[src/rtl/maxpool2x2.sv]
// ---------------------------------------------------------------------------
// maxpool2x2
//   2x2 / stride-2 max pooling over CH byte-wide feature maps held in a source
//   BRAM (row-major per channel, channel-major overall, 4 pixels per word,
//   pixel 0 in [31:24]). Each output word packs 4 pooled pixels and is built
//   from four source words A,B (top row pair) and C,D (bottom row pair).
//   A run takes exactly 6 cycles per output word: RD0..RD3, LAST, WR.
//
// Ports
//   clk       in   rising-edge clock
//   rst       in   asynchronous reset, active-low
//   start     in   1-cycle pulse, accepted in IDLE or DONE
//   finish    out  high from end of run until the cycle after an accepted start
//   S_R_req   out  source read request (RD0..RD3)
//   S_addr    out  source word address
//   S_R_data  in   source read data, valid the cycle after S_R_req
//   S_W_req   out  source byte write enables, always 0
//   S_W_data  out  source write data, always 0
//   D_R_req   out  destination read request, always 0
//   D_addr    out  destination word address
//   D_R_data  in   destination read data, unused
//   D_W_req   out  destination byte write enables, 4'b1111 in WR
//   D_W_data  out  destination write data (pooled word)
// ---------------------------------------------------------------------------
module maxpool2x2 #(
  parameter int IMG_W    = 24,
  parameter int IMG_H    = 24,
  parameter int CH       = 4,
  parameter int SRC_BASE = 0,
  parameter int DST_BASE = 0,
  parameter int SIGNED   = 0
) (
  input  logic        clk,
  input  logic        rst,
  input  logic        start,
  output logic        finish,
  output logic        S_R_req,
  output logic [31:0] S_addr,
  input  logic [31:0] S_R_data,
  output logic [3:0]  S_W_req,
  output logic [31:0] S_W_data,
  output logic        D_R_req,
  output logic [31:0] D_addr,
  input  logic [31:0] D_R_data,
  output logic [3:0]  D_W_req,
  output logic [31:0] D_W_data
);

  localparam int WPR = IMG_W / 4;
  localparam int OW  = IMG_W / 8;
  localparam int OH  = IMG_H / 2;

  localparam logic [15:0] COL_LAST = 16'(OW - 1);
  localparam logic [15:0] ROW_LAST = 16'(OH - 1);
  localparam logic [15:0] CH_LAST  = 16'(CH - 1);

  typedef enum logic [2:0] {
    IDLE = 3'd0,
    RD0  = 3'd1,
    RD1  = 3'd2,
    RD2  = 3'd3,
    RD3  = 3'd4,
    LAST = 3'd5,
    WR   = 3'd6,
    DONE = 3'd7
  } state_t;

  state_t state, state_nx;

  logic [15:0] ch_cnt, row_cnt, col_cnt;
  logic [31:0] op_cnt;
  logic [31:0] base;
  logic        col_wrap, row_wrap, last_word, start_ok;

  logic [31:0] word_a_p1, word_b_p1, word_c_p1, word_d_p1;
  logic [31:0] pooled;

  logic unused_rdata;
  assign unused_rdata = ^D_R_data;

  // Byte maximum; signed mode orders 8'h80 below 8'h7F.
  function automatic logic [7:0] max2(input logic [7:0] x, input logic [7:0] y);
    logic signed [7:0] xs;
    logic signed [7:0] ys;
    logic              gt;
    xs = x;
    ys = y;
    if (SIGNED != 0) gt = (xs > ys);
    else             gt = (x > y);
    return gt ? x : y;
  endfunction

  function automatic logic [7:0] max4(input logic [7:0] p, input logic [7:0] q,
                                      input logic [7:0] s, input logic [7:0] t);
    return max2(max2(p, q), max2(s, t));
  endfunction

  // Top-left source word of the current 2x2 window pair.
  assign base = 32'(SRC_BASE)
              + 32'(ch_cnt) * 32'(IMG_H * WPR)
              + 32'(row_cnt) * 32'(2 * WPR)
              + {15'b0, col_cnt, 1'b0};

  assign col_wrap  = (col_cnt == COL_LAST);
  assign row_wrap  = (row_cnt == ROW_LAST);
  assign last_word = col_wrap && row_wrap && (ch_cnt == CH_LAST);
  assign start_ok  = start && ((state == IDLE) || (state == DONE));

  // State register
  always_ff @(posedge clk or negedge rst) begin
    if (!rst) state <= IDLE;
    else      state <= state_nx;
  end

  // Next-state logic
  always_comb begin
    state_nx = state;
    case (state)
      IDLE, DONE: if (start) state_nx = RD0;
      RD0:        state_nx = RD1;
      RD1:        state_nx = RD2;
      RD2:        state_nx = RD3;
      RD3:        state_nx = LAST;
      LAST:       state_nx = WR;
      WR:         state_nx = last_word ? DONE : RD0;
      default:    state_nx = IDLE;
    endcase
  end

  // Position counters and finish flag
  always_ff @(posedge clk or negedge rst) begin
    if (!rst) begin
      ch_cnt  <= '0;
      row_cnt <= '0;
      col_cnt <= '0;
      op_cnt  <= '0;
      finish  <= 1'b0;
    end else if (start_ok) begin
      ch_cnt  <= '0;
      row_cnt <= '0;
      col_cnt <= '0;
      op_cnt  <= '0;
      finish  <= 1'b0;
    end else if (state == WR) begin
      op_cnt <= op_cnt + 32'd1;
      if (last_word) finish <= 1'b1;
      if (col_wrap) begin
        col_cnt <= '0;
        if (row_wrap) begin
          row_cnt <= '0;
          ch_cnt  <= ch_cnt + 16'd1;
        end else begin
          row_cnt <= row_cnt + 16'd1;
        end
      end else begin
        col_cnt <= col_cnt + 16'd1;
      end
    end
  end

  // Stage p1: capture the four source words, each one cycle after its request
  always_ff @(posedge clk) begin
    case (state)
      RD1:     word_a_p1 <= S_R_data;
      RD2:     word_b_p1 <= S_R_data;
      RD3:     word_c_p1 <= S_R_data;
      LAST:    word_d_p1 <= S_R_data;
      default: ;
    endcase
  end

  // Stage p2: pool A/C into the upper half-word and B/D into the lower one
  assign pooled = {
    max4(word_a_p1[31:24], word_a_p1[23:16], word_c_p1[31:24], word_c_p1[23:16]),
    max4(word_a_p1[15:8],  word_a_p1[7:0],   word_c_p1[15:8],  word_c_p1[7:0]),
    max4(word_b_p1[31:24], word_b_p1[23:16], word_d_p1[31:24], word_d_p1[23:16]),
    max4(word_b_p1[15:8],  word_b_p1[7:0],   word_d_p1[15:8],  word_d_p1[7:0])
  };

  assign S_W_req  = 4'b0000;
  assign S_W_data = 32'd0;
  assign D_R_req  = 1'b0;

  // Output logic
  always_comb begin
    S_R_req  = 1'b0;
    S_addr   = 32'd0;
    D_W_req  = 4'b0000;
    D_addr   = 32'd0;
    D_W_data = 32'd0;
    case (state)
      RD0: begin
        S_R_req = 1'b1;
        S_addr  = base;
      end
      RD1: begin
        S_R_req = 1'b1;
        S_addr  = base + 32'd1;
      end
      RD2: begin
        S_R_req = 1'b1;
        S_addr  = base + 32'(WPR);
      end
      RD3: begin
        S_R_req = 1'b1;
        S_addr  = base + 32'(WPR) + 32'd1;
      end
      WR: begin
        D_W_req  = 4'b1111;
        D_addr   = 32'(DST_BASE) + op_cnt;
        D_W_data = pooled;
      end
      default: ;
    endcase
  end

endmodule

[config.mk]
export PLATFORM = sky130hd
export DESIGN_NAME = maxpool2x2
export DESIGN_NICKNAME = d
export VERILOG_FILES = /design/src/rtl/maxpool2x2.sv
export SDC_FILE = /design/constraint.sdc
export NUM_CORES = 1
export LEC_CHECK = 0
export ABC_AREA = 1
export CAP_MARGIN = 0
export CORE_ASPECT_RATIO = 0.5
export CORE_UTILIZATION = 36
export CTS_CLUSTER_DIAMETER = 50
export DETAILED_ROUTE_END_ITERATION = 16
export MAX_ROUTING_LAYER = met4
export SYNTH_ARGS = -nofsm -noshare
export SYNTH_HDL_FRONTEND = slang
export SYNTH_SLANG_ARGS = --single-unit
[constraint.sdc]
create_clock -name clk -period 4.9 [get_ports clk]
set_clock_uncertainty 0.05 [all_clocks]
set_input_delay 0.735 -clock clk [delete_from_list [all_inputs] [get_ports clk]]
set_output_delay 0.735 -clock clk [all_outputs]
set_load 0.05 [all_outputs]
# Word level (Yosys, flattened, before mapping)
# Index checks and enable logic that the tools add are counted.
dict set report totals {
  regBits 212
  word_cells 94
}
dict set report op_classes {
  n_lt_le_gt_ge 12
  n_reduce_logical 14
  n_eq_ne 11
  mul 2
  mux 36
  add_sub_neg 9
}
# op n
set op_table {}
lappend op_table {{$mux W16} 11}
lappend op_table {{$mux W32} 4}
lappend op_table {{$pmux W28 S4} 1}
lappend op_table {{$gt A8 B8 Y1} 12}
lappend op_table {{$mux W8} 12}
lappend op_table {{$add A16 B1 Y16 const B} 3}
lappend op_table {{$add A32 B1 Y32 const B} 1}
lappend op_table {{$eq A16 B2 Y1 const B} 2}
lappend op_table {{$add A27 B1 Y28 const B} 1}
lappend op_table {{$add A26 B1 Y27 const B} 1}
lappend op_table {{$add A26 B3 Y27 const B} 1}
lappend op_table {{$add A25 B17 Y26} 1}
lappend op_table {{$add A24 B20 Y25} 1}
lappend op_table {{$pmux W3 S7} 1}
lappend op_table {{$mul A16 B4 Y20 const B} 1}
lappend op_table {{$mul A16 B2 Y18 const B} 1}
lappend op_table {{$eq A16 B4 Y1 const B} 1}
lappend op_table {{$eq A3 B3 Y1 const B} 4}
lappend op_table {{$reduce_bool A2 Y1} 4}
lappend op_table {{$eq A3 B2 Y1 const B} 2}
lappend op_table {{$mux W3} 2}
lappend op_table {{$mux W1} 4}
lappend op_table {{$mux W4} 1}
lappend op_table {{$reduce_and A2 Y1} 2}
lappend op_table {{other kinds (8)} 10}

# Longest topological paths before layout
dict set report depth {
  ltp_word 6
  ltp_mapped 30
  ltp_nobuf 30
}

# Worst setup path before layout
# OpenSTA, ideal clock, no wires.
dict set report synth_path {
  kind {reg-to-output}
  start {register row_cnt[0]}
  end {output S_addr[24]}
  required_ns 4.115
  n_path_buf 0
  t_arrival_ns 5.103
  stages_incl_launch_ff 26
  path_slack_ns -0.988
  path_cell_list {dfrtp_1 ha_1 inv_1 fa_1 nor2_1 nor2_1 o211ai_1 a21oi_1 o21ai_0 a21o_1 a21oi_1 xor2_1 fa_1 inv_1 ha_1 a21oi_1 o21ai_0 a21oi_1 nand2_1 nand2_1 nand2_1 nor2_1 nand4_1 nor2_1 nand3_1 nor3_1}
}
dict set report synth_between {
  elab_chain_len 6
}
# item line
set synth_lines {}
lappend synth_lines {{start, declared} 70} ;# logic [15:0] ch_cnt, row_cnt, col_cnt;
lappend synth_lines {{start signal, assigned} 153} ;# row_cnt <= row_cnt + 16'd1;
lappend synth_lines {{$mul A16 B2 Y18 *} 101} ;# + 32'(row_cnt) * 32'(2 * WPR)
lappend synth_lines {{$add A24 B20 Y25 *} 101}
lappend synth_lines {{$add A25 B17 Y26 *} 102} ;# + {15'b0, col_cnt, 1'b0};
lappend synth_lines {{$add A26 B3 Y27} {202, 206}}
lappend synth_lines {{$add A27 B1 Y28} 206} ;# S_addr = base + 32'(WPR) + 32'd1;
lappend synth_lines {{$pmux W28 S4 *} 191} ;# case (state)
lappend synth_lines {{end, declared} 38} ;# output logic [31:0] S_addr,
# Mark *: on every way between the ends. The rest lies on a longest branch, timed or not.

# Final worst setup path
dict set report layout_path {
  start {register row_cnt[1]}
  end {output S_addr[24]}
}
# The elaborated chain is that of the path after synthesis.

==> metrics.txt <==
fin crit share 119%; initial antenna violation count 0; Overall Global Routing Usage 18.9%; worst endpoint required time 4.12 ns; CP Capture Type output pin; flops & latches, synth ~210; Worst path max stage delay 0.53 ns; Max Freq roughly 170 MHz; Unique masters post-synth 62; R2R depth 14; CTS clk-pin slew, worst paths 0.06 ns; Final Slew Violations 0; CTS tree yes; final setup vio count 17; cts bufs inserted 25; worst reg-to-reg setup slack ~1.6 ns; Core Region 42,800 um^2; Vias per Instance approximately 4.9; # fillers 3,885; prevailing post-synth register cell edfxtp_1; drt total wl 43.5 mm; Layout area overhead 37.7%; crit path capture S_addr[24]; Yosys warnings 0; die area between 40,000 and 50,000 um^2; CTS H-tree depth 1; class of the worst hold path input port to async pin; Hold Vio Cnt, Final 0; Pwr Density 493 nW/um^2; Max-Slew Margin vs Limit 40.8%; DRC viols 0; clock sink count 212; sequential power share between 20 and 25%; crit path time final 5.81 ns; I/O pin total between 200 and 250; most frequent cells after synthesis inv_1, nand2_1, a21oi_1; number of max-cap violations 0; CTS Root Cell clkbuf_16; violated checks setup timing; CP max FO 4; Synth area leaders edfxtp_1, ha_1, dfrtp_1; switch share between 40% and 50%; Worst-Skew Late Latency 0.54 ns; area share of the largest cell type after synthesis 24.2%; internal power 0.00572 W; HPWL Detailed roughly 32 mm; vias in the first global route 13.4k; asr flop ratio synth 39.6%; Avg WL per Cell around 15 um; Worst path most repeated cell buf_4; leakage power total 9.66 nW; worst r2r src state[0]$_DFFE_PN0P_; largest net degree at the start of global routing 65; Switching Power between 0.005 and 0.006 W; Tightest Pin Transition about 0.89 ns; syn avg cell area 8.09 um^2; critical path depth 27; maximum clock path buffer count 3; Post-Syn Area 15,900 um^2; layout cell share with drive strength beyond 1 24.7%; outcome finished with violations; most frequent cell after synthesis inv_1; WS Path Type flop to output pin; Worst VDD drop 0.469 mV; NumNets Final 2,534; DR vias 14.2k; CTS Hold Buffers Added 0; Detail Route Antenna Nets 0; Initial Util a little under two fifths; power share of the clock group approximately 18%; Core Rows 53; # diodes 0; Worst setup startpoint row_cnt[1]$_DFFE_PN0P_; critical path's slowest cell fa_1; fin worst setup slack -0.909 ns; Crit path max-delay family adder cells; Worst setup SP type flop; first-pass GRT wire length 66.9 mm; RSZ-0062 raised after global routing true; CP Buf/Inv Count 7; TritonRoute pass-1 iters 5; Placement Setup Slack -0.493 ns; critical path arrival 5.02 ns; combinational power share about three fifths; GRT overflow 0; Die Y-Extent 151 um; Post-synth EDFFs 128; hold slack final 0.255 ns; GP Congestion 0.893; reg2reg end ch_cnt[4]$_DFFE_PN0P_; Die W 299 um; PortBufs 129; DR iter-0 viols 787; Post-Syn Instances a little under 2k; post-synthesis sequential area ratio 37.4%; Synth area leader edfxtp_1
cell type report:
cell class | instances | area, um^2 | share of cell area (%)
clock inverter | 13 | 171 | 0.783
inverter | 325 | 1220 | 5.58
timing repair buffer | 321 | 3320 | 15.2
multi-input combinational | 1389 | 9810 | 44.8
tap | 577 | 722 | 3.30
timing repair inverter | 4 | 27.5 | 0.126
sequential | 212 | 5950 | 27.2
clock buffer | 32 | 672 | 3.07
worst reg2reg max path, stage by stage, from the launching register on:
cell,delay [ns]
dfrtp_1,0.44
inv_2,0.07
nand3_2,0.18
buf_4,0.39
inv_2,0.09
nor4_4,0.29
nand2_2,0.09
buf_4,0.25
nand2_1,0.24
nand2_4,0.18
nor2_8,0.33
inv_2,0.25
nor3_2,0.20
nand2_1,0.07
a21oi_1,0.13
state kept, by name (all words and copies together) (netlist names):
name / flops
word_a_p1: 32
row_cnt: 16
ch_cnt: 16
op_cnt: 32
word_c_p1: 32
finish: 1
word_b_p1: 32
col_cnt: 16
state: 3
word_d_p1: 32
placed cells by master (no fill, tap or decap), drive strengths merged, types with 22 or more instances in the layout:
master and n:
ha 173, clkbuf 33, nand2 320, dfrtp 84
xor2 22, nor3 35, buf 242, conb 44
nand3 84, clkdlybuf4s50 76, a21oi 213, nand4 32
nor2 183, inv 327, o21ai 157, edfxtp 128
power groups by stage:
stage | sequential, W | combinational, W | clock [W]
global route | 0.00245 | 0.00703 | 0.00204
floorplan | 0.00243 | 0.00348 | 0
finish | 0.00242 | 0.00644 | 0.00193
global placement | 0.00243 | 0.00510 | 0
detailed placement | 0.00245 | 0.00520 | 0
CTS | 0.00241 | 0.00536 | 0.00198
routing by layer:
metal,wire length (um),GRT usage [%]
met1,20400,24.9
met2,20600,31.0
met3,1500,2.16
met4,1020,4.49
met5,0,-
worst min path at each step:
stage	cells after the start	slack [ns]	end
after global placement	1	0.42	op_cnt[19]$_DFFE_PN0P_
after floorplan	0	0.39	ch_cnt[0]$_DFFE_PN0P_
after detailed placement	1	0.43	op_cnt[19]$_DFFE_PN0P_
after global routing	1	0.31	row_cnt[3]$_DFFE_PN0P_
final	1	0.26	row_cnt[2]$_DFFE_PN0P_
after CTS	1	0.28	row_cnt[1]$_DFFE_PN0P_
cells by family after synthesis:
family                   after synthesis  share of synthesized area [%]
other                                  1                         0.0236
flip-flops                           212                           37.4
AO/OA/AOI/OAI                        446                           15.3
XOR/XNOR                              36                           2.03
adder cells (fa/ha/maj)              189                           15.6
buffers and inverters                406                           10.8
AND/OR/NAND/NOR                      674                           18.9
stage by stage:
stage	cell area [um^2]	TNS [ns]	total power, W	std cells	utilization [%]
finish	21900	-10.71	0.0108	2873	51.2
global route	21900	-17.48	0.0115	2873	51.2
CTS	20700	-11.09	0.00975	2839	48.5
detailed placement	19300	-4.68	0.00765	2786	45.2
global placement	19300	-4.11	0.00753	2786	45.2
floorplan	16200	-0.459	0.00591	2007	-
what timing repair did:
| action | in CTS | in global routing |
|---|---|---|
| endpoints found under the setup margin | 47 | 50 |
| cloned | 0 | 7 |
| pin swaps | 44 | 69 |
| setup buffers | 10 | 27 |
| resized for setup | 115 | 225 |
Note: power is estimated with default switching activity, not from simulation.
